$ cat config.mk
export PLATFORM = sky130hd
export DESIGN_NAME = ser2par_gearbox
export DESIGN_NICKNAME = d
export VERILOG_FILES = /design/src/rtl/ser2par_gearbox.sv
export SDC_FILE = /design/constraint.sdc
export NUM_CORES = 1
export LEC_CHECK = 0
export ABC_AREA = 1
export CAP_MARGIN = 25
export CORE_MARGIN = 5
export CORE_UTILIZATION = 25
export DETAILED_ROUTE_END_ITERATION = 12
export GPL_TIMING_DRIVEN = 0
export PLACE_DENSITY = 0.4
export SETUP_SLACK_MARGIN = 0.2
export SLEW_MARGIN = 20
export SYNTH_ARGS = -nofsm -noshare
export SYNTH_HDL_FRONTEND = slang
export SYNTH_SLANG_ARGS = --single-unit
$ cat constraint.sdc
create_clock -name clk -period 2.39 [get_ports clk]
set_clock_uncertainty 0.2 [all_clocks]
set_input_delay 0.239 -clock clk [delete_from_list [all_inputs] [get_ports clk]]
set_output_delay 0.239 -clock clk [all_outputs]
set_load 0.02 [all_outputs]
$ cat src/rtl/ser2par_gearbox.sv
// rtl/ser2par_gearbox.sv - serial-to-parallel gearbox packing RATIO beats of DIN_W bits per word
// Optional early word termination (din_last/dout_last/dout_keep) under SER2PAR_LAST_FLUSH_EN.
module ser2par_gearbox #(
  parameter int DIN_W     = 1,
  parameter int RATIO     = 8,
  parameter int LSB_FIRST = 1
) (
  input  logic                     clk,
  input  logic                     rst_n,
  input  logic [DIN_W-1:0]         din,
  input  logic                     din_vld,
  input  logic                     din_rdy,
`ifdef SER2PAR_LAST_FLUSH_EN
  input  logic                     din_last,
  output logic                     dout_last,
  output logic [RATIO-1:0]         dout_keep,
`endif
  output logic [DIN_W*RATIO-1:0]   dout,
  output logic                     dout_vld,
  output logic                     dout_rdy,
  output logic                     busy
);

  localparam int DOUT_W = DIN_W * RATIO;
  localparam int CNT_W  = (RATIO > 1) ? $clog2(RATIO) : 1;
  localparam logic [CNT_W-1:0] CNT_LAST = CNT_W'(RATIO - 1);

  logic [CNT_W-1:0]  cnt;
  logic [CNT_W-1:0]  slot;
  logic [DOUT_W-1:0] asm_q;
  logic [DOUT_W-1:0] merged;
  logic [DOUT_W-1:0] word;
  logic              asm_full;
  logic              wr_en;
  logic              rd_en;
  logic              out_free;
  logic              final_beat;

  assign wr_en    = din_vld & dout_rdy;
  assign rd_en    = dout_vld & din_rdy;
  assign out_free = ~dout_vld | rd_en;
  // The hold stage is the only thing that can stall the input side.
  assign dout_rdy = ~asm_full;
  assign busy     = (cnt != '0) | asm_full | dout_vld;
  assign slot     = (LSB_FIRST != 0) ? cnt : CNT_LAST - cnt;

  always_comb begin
    merged = asm_q;
    for (int s = 0; s < RATIO; s++) begin
      if (CNT_W'(s) == slot) merged[s*DIN_W +: DIN_W] = din;
    end
  end

`ifdef SER2PAR_LAST_FLUSH_EN
  logic [RATIO-1:0] keep_mask;
  logic [RATIO-1:0] asm_keep;
  logic             asm_last;

  // A slot holds a real beat when its beat index is not past the current one.
  always_comb begin
    word      = merged;
    keep_mask = '0;
    for (int s = 0; s < RATIO; s++) begin
      if (CNT_W'((LSB_FIRST != 0) ? s : RATIO - 1 - s) <= cnt) keep_mask[s] = 1'b1;
      else word[s*DIN_W +: DIN_W] = '0;
    end
  end

  assign final_beat = wr_en & ((cnt == CNT_LAST) | din_last);
`else
  assign word       = merged;
  assign final_beat = wr_en & (cnt == CNT_LAST);
`endif

  always_ff @(posedge clk or negedge rst_n) begin
    if (!rst_n) begin
      cnt      <= '0;
      asm_q    <= '0;
      asm_full <= 1'b0;
      dout     <= '0;
      dout_vld <= 1'b0;
`ifdef SER2PAR_LAST_FLUSH_EN
      asm_keep  <= '0;
      asm_last  <= 1'b0;
      dout_keep <= '0;
      dout_last <= 1'b0;
`endif
    end else begin
      if (wr_en) begin
        if (final_beat) cnt <= '0;
        else begin
          cnt   <= cnt + 1'b1;
          asm_q <= merged;
        end
      end

      if (asm_full) begin
        if (out_free) begin
          dout     <= asm_q;
          dout_vld <= 1'b1;
          asm_full <= 1'b0;
`ifdef SER2PAR_LAST_FLUSH_EN
          dout_keep <= asm_keep;
          dout_last <= asm_last;
`endif
        end
      end else if (final_beat) begin
        if (out_free) begin
          dout     <= word;
          dout_vld <= 1'b1;
`ifdef SER2PAR_LAST_FLUSH_EN
          dout_keep <= keep_mask;
          dout_last <= din_last;
`endif
        end else begin
          asm_q    <= word;
          asm_full <= 1'b1;
`ifdef SER2PAR_LAST_FLUSH_EN
          asm_keep <= keep_mask;
          asm_last <= din_last;
`endif
        end
      end else if (rd_en) begin
        dout_vld <= 1'b0;
      end
    end
  end

endmodule

==> results.ini <==
[floorplan]
num_io_pins = 16
die_width_um = 80.1
core_area_sq_mm = 0.00475
design.die.area_sq_mm = 0.00642
num_rows = 25
fp.dieH_um = 80.1
initial_utilization = 0.258

[clocking]
post_cts_buffers = 0
tritoncts.num_buffers = 3
worst_setup_hold_path_clk_slew_ns = 0.08
insertion_delay_to_the_later_sink_of_the_worst_skew_pair_ns = 0.26
cts_tree = done
cts-htree-levels = 1
cts-resized-gates = 1
cts_hold_buffers = 0
cts_root_buffer = sky130_fd_sc_hd__clkbuf_8
cts_num_sinks = 21
max-clock-path-buffers = 2

[timing]
timing.setup.tns_ns = 0
final.min_clock_period_ns = 2.05
max_transition_margin = 0.628
timing_hold_violations_final = 0
timing.final.setup_violations = 0
finalHoldWorstSlack_ns = 0.132
grt_setup_unrepaired = no
max_freq_mhz = 488
post-route-period-util = 0.858
count_of_pins_over_their_slew_limit = 0
tightest_slew_ns = 0.556

[status]
run_status = finished, final reports clean

[final_layout]
design_area_sq_mm = 0.00152
syn_to_final_growth_pct = 24.0
multi_input_comb_area_sq_um = 603
nets = 185
post_route_cells_drive_above_1_share = 0.162
n_antenna_cell = 0
mostFrequentLayoutCells = sky130_fd_sc_hd__nand2_1, sky130_fd_sc_hd__nand3_1, sky130_fd_sc_hd__dfrtp_1
ff_latch_area_sq_um = 526
num-fill-cells = 526
most_common_cell_after_layout_fill_and_taps_aside = sky130_fd_sc_hd__nand2_1
final_cell_count_no_fill = 240

[global_routing]
gr-total-overflow = 0
grt_first_pass_wirelength_um = 5110
track_usage = 0.104
largest_net_degree_at_the_start_of_global_routing = 12
grt_pass1_vias = 1038
grt_antenna_before_repair = 0

[pwr]
total_power_w = 0.00154
worst_vdd_ir_v = 0.000248
power_density_mw_per_mm2 = 1010
leakagePower_nw = 0.745

[detailed_routing]
detailedRoute.firstPassIterationCount = 4
wl_per_cell_um = 12.2
starting_drc_count_in_detailed_routing = 38
detail_route.vias_per_cell = 4.28
postRouteWirelength_um = 2920
ant_nets = 0
routed-via-count = 1027
remaining_drc_errors = 0

[place]
dp_hpwl_um = 2200
io_buffer_count = 15
postPlaceCellArea_sq_mm = 0.00148
placedCellCount = 236
gp_congestion = 0.727

[yosys]
post_synthesis_cell_count = 153
ys_ff_latch = 21
synth_top_cells_by_area = sky130_fd_sc_hd__dfrtp_1, sky130_fd_sc_hd__nand2_1, sky130_fd_sc_hd__nand3_1
synth.distinct_cells = 19
synth_area_per_cell_sq_um = 8.03
synth_top_area_share = 0.428
synth_area_sq_mm = 0.00123
ys_warn_count = 0
netlist.top_cell.by_area = sky130_fd_sc_hd__dfrtp_1
postSynthNetCount = 164
synth_seq_area_share = 0.428

[worst_setup_path]
setup.worst_path.start = asm_full$_DFF_PN0_
reg2reg_setup_slack_ns = 0.59
worstReg2RegStart = cnt[0]$_DFFE_PN0P_
critPathCaptureType = primary output
worst-setup-path-type = reg -> out
critPathMaxFanout = 10
startpoint_type = flop
cp.required_ns = 1.95
cp.arrival_ns = 1.61

[run]
max_cap_viol_count = 0

[worst_hold_path]
min_path_type = in -> async

## metrics by stage
step,util,worst slack [ns]
2_1_floorplan,-,0.752
3_3_place_gp,0.308,0.378
3_5_place_dp,0.311,0.386
4_1_cts,0.320,0.309
5_1_grt,0.321,0.223
6_report,0.321,0.340
## Yosys cell counts, drive strengths merged
| library cell | number |
|---|---|
| inv | 18 |
| dfrtp | 21 |
| ha | 6 |
| and2 | 1 |
| a21oi | 2 |
| buf | 4 |
| o21ai | 18 |
| nand2 | 57 |
| nand3 | 21 |
| nor2 | 4 |
| o22ai | 1 |
## worst paths after layout
check	cells after the start	end
min in group clk	2	dout[7]$_DFFE_PN0P_
max reg2reg	5	asm_q[3]$_DFF_PN0_
max	3	dout_rdy
min reg2reg	2	dout[7]$_DFFE_PN0P_
max in group asynchronous	2	dout_vld$_DFFE_PN0P_
min	1	asm_q[4]$_DFF_PN0_
## layout make-up
class                           instances  area share
Multi-Input combinational cell        110       0.396
Sequential cell                        21       0.345
Timing Repair Buffer                   16       0.108
Tap cell                               67      0.0550
Inverter                               18      0.0460
Clock buffer                            4      0.0296
Buffer                                  4      0.0213
## routing by layer
metal	GRT usage	routed length, um	vias up
met1	0.129	1340	475
met3	0.0135	84	4
met2	0.183	1460	20
li1	-	-	528
met4	0.0355	38	0
met5	0	0	-
## cells by family (layout without fill, tap and decap cells)
kind of cell / count (synthesis) / in the layout / share of synthesized area
adders and majority gates: 6 / 6 / 0.0611
buffers and inverters: 22 / 42 / 0.0835
DFF: 21 / 21 / 0.428
AOI/OAI and AO/OA: 21 / 21 / 0.138
and+or+nand+nor: 83 / 83 / 0.289
## report_power, final
group	switching [W]	internal, W	total [W]	leakage (nW)
registers	0.0000982	0.000489	0.000587	0.276
clock network	0.000119	0.000119	0.000238	0.0228
logic	0.000407	0.000309	0.000716	0.446
## sequential cells by signal, indices dropped and copies added, names as in the netlist
name,count
dout_vld,1
cnt,3
asm_full,1
asm_q,8
dout,8
## worst max-delay path: stages, from the launching register on
cell and delay, ns:
sky130_fd_sc_hd__dfrtp_1 0.38, sky130_fd_sc_hd__inv_1 0.08, sky130_fd_sc_hd__buf_2 0.25, sky130_fd_sc_hd__clkdlybuf4s50_1 0.65
No activity file was read; power rests on OpenSTA's default activity.
